**src/rtl/uart_tx_fifo.sv**
```systemverilog
// uart_tx_fifo
// Byte FIFO feeding a UART transmitter. Bytes are queued in a circular
// buffer and handed to the transmitter one at a time. A small handshake
// FSM issues a one-cycle tx_begin and then follows the transmitter's busy
// flag. tx_data is registered at the pop edge and holds for the whole frame.

module uart_tx_fifo #(
  parameter int ADDR_W = 4
) (
  input  logic              clk,
  input  logic              rst,
  input  logic              wr_en,
  input  logic [7:0]        wr_data,
  input  logic              enable,
  input  logic              clr_ovf,
  input  logic              tx_busy,
  output logic [7:0]        tx_data,
  output logic              tx_begin,
  output logic              tx_en,
  output logic              full,
  output logic              empty,
  output logic [ADDR_W:0]   count,
  output logic              overflow,
  output logic              drained
);

  localparam int              DEPTH      = 1 << ADDR_W;
  localparam logic [ADDR_W:0] DEPTH_C    = {1'b1, {ADDR_W{1'b0}}};
  localparam logic [ADDR_W:0] CNT_ZERO_C = {(ADDR_W+1){1'b0}};
  localparam logic [ADDR_W:0] CNT_ONE_C  = (ADDR_W+1)'(1'b1);
  localparam logic [ADDR_W-1:0] PTR_ZERO_C = {ADDR_W{1'b0}};
  localparam logic [ADDR_W-1:0] PTR_ONE_C  = ADDR_W'(1'b1);

  typedef enum logic [1:0] {
    ST_IDLE     = 2'd0,
    ST_START    = 2'd1,
    ST_WAIT_ACK = 2'd2,
    ST_SENDING  = 2'd3
  } state_t;

  logic [7:0]        mem_r [0:DEPTH-1];
  logic [ADDR_W-1:0] wr_ptr_r;
  logic [ADDR_W-1:0] rd_ptr_r;
  logic [ADDR_W:0]   count_r;
  logic [7:0]        tx_data_r;
  logic              tx_begin_r;
  logic              overflow_r;
  state_t            state_r;
  state_t            state_next_s;

  logic              full_s;
  logic              empty_s;
  logic              pop_s;
  logic              wr_accept_s;
  logic              wr_drop_s;

  // Occupancy flags and the push/pop/drop decisions for this cycle.
  always_comb begin
    full_s      = (count_r == DEPTH_C);
    empty_s     = (count_r == CNT_ZERO_C);
    // A pop only happens from IDLE; the head byte moves into tx_data_r.
    pop_s       = (state_r == ST_IDLE) && !empty_s && enable;
    // A pop in the same cycle frees a slot, so a write at full still lands.
    wr_accept_s = wr_en && (!full_s || pop_s);
    wr_drop_s   = wr_en && full_s && !pop_s;
  end

  // Handshake FSM next-state logic.
  always_comb begin
    state_next_s = state_r;
    case (state_r)
      ST_IDLE: begin
        if (pop_s) begin
          state_next_s = ST_START;
        end else begin
          state_next_s = ST_IDLE;
        end
      end
      ST_START: begin
        state_next_s = ST_WAIT_ACK;
      end
      ST_WAIT_ACK: begin
        if (tx_busy) begin
          state_next_s = ST_SENDING;
        end else if (!enable) begin
          // Transmitter never picked the byte up and permission was
          // withdrawn: give up on this byte.
          state_next_s = ST_IDLE;
        end else begin
          state_next_s = ST_WAIT_ACK;
        end
      end
      ST_SENDING: begin
        // enable is deliberately ignored here so a frame is never cut short.
        if (!tx_busy) begin
          state_next_s = ST_IDLE;
        end else begin
          state_next_s = ST_SENDING;
        end
      end
      default: begin
        state_next_s = ST_IDLE;
      end
    endcase
  end

  // FSM state register; tx_begin is registered so it is high exactly while in START.
  always_ff @(posedge clk or posedge rst) begin
    if (rst) begin
      state_r    <= ST_IDLE;
      tx_begin_r <= 1'b0;
    end else begin
      state_r    <= state_next_s;
      tx_begin_r <= (state_next_s == ST_START);
    end
  end

  // Read/write pointers and occupancy count.
  always_ff @(posedge clk or posedge rst) begin
    if (rst) begin
      wr_ptr_r <= PTR_ZERO_C;
      rd_ptr_r <= PTR_ZERO_C;
      count_r  <= CNT_ZERO_C;
    end else begin
      if (wr_accept_s) begin
        wr_ptr_r <= wr_ptr_r + PTR_ONE_C;
      end
      if (pop_s) begin
        rd_ptr_r <= rd_ptr_r + PTR_ONE_C;
      end
      case ({wr_accept_s, pop_s})
        2'b10:   count_r <= count_r + CNT_ONE_C;
        2'b01:   count_r <= count_r - CNT_ONE_C;
        default: count_r <= count_r;
      endcase
    end
  end

  // Storage array; contents need no reset since count gates every read.
  always_ff @(posedge clk) begin
    if (wr_accept_s) begin
      mem_r[wr_ptr_r] <= wr_data;
    end
  end

  // Output byte register, loaded only on a pop so it is stable for the frame.
  // At full with a simultaneous push, wr_ptr equals rd_ptr; the read here
  // sees the old head because the array update is non-blocking.
  always_ff @(posedge clk or posedge rst) begin
    if (rst) begin
      tx_data_r <= 8'h00;
    end else if (pop_s) begin
      tx_data_r <= mem_r[rd_ptr_r];
    end
  end

  // Sticky overflow; a dropped write wins over a clear in the same cycle.
  always_ff @(posedge clk or posedge rst) begin
    if (rst) begin
      overflow_r <= 1'b0;
    end else if (wr_drop_s) begin
      overflow_r <= 1'b1;
    end else if (clr_ovf) begin
      overflow_r <= 1'b0;
    end
  end

  assign tx_data  = tx_data_r;
  assign tx_begin = tx_begin_r;
  assign tx_en    = enable;
  assign full     = full_s;
  assign empty    = empty_s;
  assign count    = count_r;
  assign overflow = overflow_r;
  assign drained  = empty_s && (state_r == ST_IDLE) && !tx_busy;

endmodule
```
**config.mk**
```make
export PLATFORM = sky130hd
export DESIGN_NAME = uart_tx_fifo
export DESIGN_NICKNAME = d
export VERILOG_FILES = /design/src/rtl/uart_tx_fifo.sv
export SDC_FILE = /design/constraint.sdc
export NUM_CORES = 1
export LEC_CHECK = 0
export BUFFER_PORTS_ARGS = -buffer_cell sky130_fd_sc_hd__buf_2
export CORE_AREA = 5 5 113 115
export CTS_CLUSTER_DIAMETER = 200
export DETAILED_ROUTE_END_ITERATION = 7
export DIE_AREA = 0 0 118 120
export PLACE_DENSITY = 0.74
export SYNTH_ARGS = -nofsm -noshare
export SYNTH_HDL_FRONTEND = slang
export SYNTH_SLANG_ARGS = --single-unit
export TNS_END_PERCENT = 10
```
**constraint.sdc**
```tcl
create_clock -name clk -period 6.91 [get_ports clk]
set_clock_uncertainty 0.1 [all_clocks]
set_input_delay 0.691 -clock clk [delete_from_list [all_inputs] [get_ports clk]]
set_output_delay 0.691 -clock clk [all_outputs]
set_load 0.005 [all_outputs]
```
After elaboration in Yosys (flattened, before gate mapping)
Memory sizes are Yosys's and may differ from the RTL's. A register that Yosys moved wholly into a read port is not among the register bits. Cells that the tools add are included. W data, S select, Z words.

Register bits: 17. Bits in writable memories: 128. Bits of input ports: 14. Output and inout bits: 19. Word-level logic and storage cells: 44. Memories kept: 1.

Add/subtract/negate cells: 4. Equal/unequal tests: 7. Multiplexer cells: 10. Reductions and logical operators: 16.

Memory list: mem_r (depth 16, bits a word 8, rd ports 1, clocked after memory_dff 1, write ports 1, RTL line 41) `logic [7:0] mem_r [0:DEPTH-1];`.

Operator list (number): $pmux W5 S2 (1); $add A4 B1 Y4 const B (2); $pmux W2 S4 (1); $logic_and A1 B1 Y1 (7); $eq A2 B1 Y1 const B (3); $eq A2 B2 Y1 const B (3); $mux W2 (3); $add A5 B1 Y5 const B (1); $eq A5 B5 Y1 const B (1); $logic_not A5 Y1 (1); $mux W1 (5); $sub A5 B1 Y5 const B (1); $logic_not A1 Y1 (4); $reduce_bool A2 Y1 (2); $logic_not A2 Y1 (1); $logic_or A1 B1 Y1 (1).

Logic depth before layout (Yosys ltp)
Word-level depth: 8. Mapped depth: 8. Mapped depth without buffers: 7.

Worst setup path before layout
No wires, ideal clock.

Kind: input to register. Start: input port enable. End: register count_r[4] (netlist: count[4]). Library setup time: 81 ps. Data arrival time: 2668 ps. Path slack: 4061 ps. Stages: 8. Cell sequence: or3b_1 buf_6 a211oi_4 ha_1 a21o_1 a21oi_1 mux2_4 o211ai_2.

Cells in the longest elaborated chain, start to end: 5.

RTL lines: from (decl) (RTL line 14) `input logic enable,`; $logic_and A1 B1 Y1 (*) (RTL line 62) `pop_s = (state_r == ST_IDLE) && !empty_s && enable;`; $logic_or A1 B1 Y1 (RTL line 64) `wr_accept_s = wr_en && (!full_s || pop_s);`; $logic_and A1 B1 Y1 (RTL line 64); $eq A2 B1 Y1 / $eq A2 B2 Y1 (equally long branches) (RTL line 131) `case ({wr_accept_s, pop_s})`; $pmux W5 S2 / $reduce_bool A2 Y1 (equally long branches); to (signal assigned) (RTL line 132) `2'b10: count_r <= count_r + CNT_ONE_C;`; to (signal assigned) (RTL line 133) `2'b01: count_r <= count_r - CNT_ONE_C;`; to (signal assigned) (RTL line 134) `default: count_r <= count_r;`; to (decl) (RTL line 44) `logic [ADDR_W:0] count_r;`.

Mark *: on every way between the ends. The rest lies on a longest branch, timed or not. A chain may end at the register's enable or synchronous reset.

Worst setup path in the final report
Start: register state_r[0]. End: memory mem_r[3][7] (enable).

Cells in the longest elaborated chain, start to end: 7.

RTL lines: from (decl) (RTL line 48) `state_t state_r;`; from (signal assigned) (RTL line 113) `state_r <= state_next_s;`; $logic_not A2 Y1 (RTL line 62); $logic_and A1 B1 Y1 (2 in series) (RTL line 62); $logic_or A1 B1 Y1 (RTL line 64); $logic_and A1 B1 Y1 (RTL line 64); $mux W1 (RTL line 141) `if (wr_accept_s) begin`; $mux W1 (not written as such) (RTL line 142) `mem_r[wr_ptr_r] <= wr_data;`; to (decl) (RTL line 41).

No other way between the ends.

==> metrics <==
setup TNS 0 ns; Synth area leaders edfxtp_1 (62%), mux4_2 (12%), dfrtp_1 (10%); Final Hold Fails 0; Largest stage delay, worst path 0.96 ns; register area share after synthesis 71.9%; Reg2Reg Depth 4; via count 3067; DRT iter0 DRCs 274; number of flops mapped to enable cells by yosys 128; HPWL after DPL 7280 µm; syn avg cell area 19.1 µm²; synth warn 0; Layout Cells excl Fill 520; Leak 0.00251 µW; Slowest cell on crit path nor3_1; P&R area growth vs syn 14.5%; Routed Antenna Nets 0; FP Rows 40; Slew Viols, Final 0; Initial DRT Pass Iterations 5; vias in the first global route 3163; Power Total 2990 µW; Post-Place Cells 488; Setup WS pre-CTS 3.63 ns; Die ar. 14200 µm²; Buffers on Ports 32; most frequent cell after synthesis edfxtp_1; CTS root buf clkbuf_16; setup bufs post-CTS 0; area leader, netlist edfxtp_1; GRT Resource Usage Total 17.9%; DRC viols 0; initial antenna violation count 0; Cell Chain, Critical Path or3b_1 > a31oi_4 > nand2_1 > nor3_1; syn nets 348; reg2reg end mem_r[3][7]$_DFFE_PP_; clk buf depth 2; drt total wl 11800 µm; Final setup viols 0; clock sink count 153; CP Launch Type flip-flop; FF-to-FF setup slack 3.96 ns; post-synth top area share 61.8%; Clk pin slew, worst setup/hold paths 0.06 ns; mapped cell area 6220 µm²; Max Fclk 338 MHz; Post-Syn Instances 325; Peak VDD IR 0.000255 V; peak fanout along the critical path 8; source of the worst register-to-register timing path state_r[0]$_DFF_PP0_; fin crit share 42.8%; CP startpoint state_r[0]$_DFF_PP0_; area of the core 11700 µm²; Async SR Flop Fraction 16.3%; Max-slew headroom 18.5%; pwr dens 420 nW/µm²; grt total ovfl 0; CP Data Arrival Time 2.87 ns; Worst Setup EP mem_r[3][7]$_DFFE_PP_; Fill cells 839; number of max-cap violations 0; CP required 6.83 ns; largest net degree at the start of global routing 36; final net count 383; unrepaired setup endpoints after global routing no; Resize count post-CTS 0; CTS tree done; top post-synthesis cells by count edfxtp_1 (128), mux4_2 (32), dfrtp_1 (25), nand2_1 (22), mux2i_1 (16); crit path time final 2.95 ns; Num CTS Buffers 17; Final Instance Area 7120 µm²; Worst-Margin Slew 1.21 ns; diode count 0; CTS H-Tree Depth 4; Die X 118 µm; Setup crit end kind flip-flop; HP Class in -> reg; status finished clean; share of cells above drive strength 1 29.8%; WL/cell 22.8 µm; final worst setup slack 3.96 ns; hold-fix buffers at CTS 0; #FFs+latches synth 153; placer congestion estimate 0.900; dpl cell area 6490 µm²; vias per cell 5.90; Distinct cells, synth 39; Initial Util 53.1%; Crit Path Class reg -> reg; Chip Height 120 µm; I/O pin cnt 33; Skew-Pair Late Insertion Delay 0.41 ns; Top FF cell, synth edfxtp_1; first-pass GRT wire length 18500 µm
worst min-delay path by stage:
stage / start / to / slack [ns] / depth (start not counted)
global placement: tx_data[4]$_DFFE_PP0N_ / tx_data[4]$_DFFE_PP0N_ / 0.37 / 2
finish: clr_ovf / overflow$_DFFE_PP0P_ / 0.37 / 2
detailed placement: tx_data[7]$_DFFE_PP0N_ / tx_data[7]$_DFFE_PP0N_ / 0.38 / 2
floorplan: state_r[1]$_DFF_PP0_ / state_r[1]$_DFF_PP0_ / 0.36 / 1
CTS: clr_ovf / overflow$_DFFE_PP0P_ / 0.36 / 2
global route: clr_ovf / overflow$_DFFE_PP0P_ / 0.36 / 2
final cells by class:
type	instances	area (µm²)	share of cell area [%]
well taps	147	184	2.58
inverters	9	36.3	0.510
flip-flops and latches	153	4470	62.8
clock inverters	11	159	2.23
multi-input cells	146	1630	22.9
clock buffers	21	470	6.61
repair buffers	33	168	2.36
placed cells by master (no fill, tap or decap), types with 2 or more instances in the layout:
master / count
edfxtp_1: 128
mux4_2: 32
buf_2: 32
dfrtp_1: 23
nand2_1: 22
clkbuf_16: 17
mux2i_1: 16
nor2_1: 14
inv_1: 8
xnor2_1: 8
o221ai_1: 8
ha_1: 8
a21oi_1: 4
nor3_1: 4
mux2_4: 4
nand2b_1: 3
clkbuf_8: 3
clkinv_4: 3
inv_6: 3
bufinv_16: 3
a31oi_4: 2
or3_1: 2
a21o_1: 2
nand4_1: 2
dfrtp_2: 2
flip-flops by register name, indices dropped and copies added, names as in the netlist:
name      flops
mem_r       128
tx_data       8
count         5
rd_ptr_r      4
wr_ptr_r      4
state_r       2
overflow      1
tx_begin      1
layer usage:
| metal | global-route usage (%) | vias to the layer above | wire, µm |
|---|---|---|---|
| met5 | 0 | - | 0 |
| met4 | 5.52 | 0 | 172 |
| met3 | 5.47 | 13 | 987 |
| met2 | 28.0 | 130 | 5920 |
| met1 | 24.3 | 1562 | 4770 |
| li1 | - | 1362 | - |
critical path: cells and delay by family, from the launching register on:
family / cells / cell delay, ns
and+or+nand+nor: 3 / 1.69
DFF: 1 / 0.39
AOI/OAI and AO/OA: 1 / 0.37
report_power, final:
part | internal [µW] | leakage [µW] | switching (µW)
Sequential | 1150 | 0.00146 | 151
Clock | 604 | 0.000311 | 361
Combinational | 361 | 0.000741 | 364
Total | 2110 | 0.00251 | 876
cells by family (layout without fill, tap and decap cells):
family / count (synthesis) / in the layout / synth area share, %
simple gates: 53 / 53 / 4.21
buf+inv: 26 / 74 / 1.93
flops: 153 / 153 / 71.9
xor+xnor: 9 / 9 / 1.27
compound gates: 23 / 23 / 3.62
mux: 52 / 52 / 15.1
fa+ha+maj: 9 / 9 / 1.93
stage by stage:
step	hold WS (ns)	util, %
4_1_cts	0.356	60.8
6_report	0.368	60.8
3_3_place_gp	0.374	55.4
3_5_place_dp	0.384	55.4
5_1_grt	0.357	60.8
2_1_floorplan	0.360	-
(Power assumes the default switching activity.)
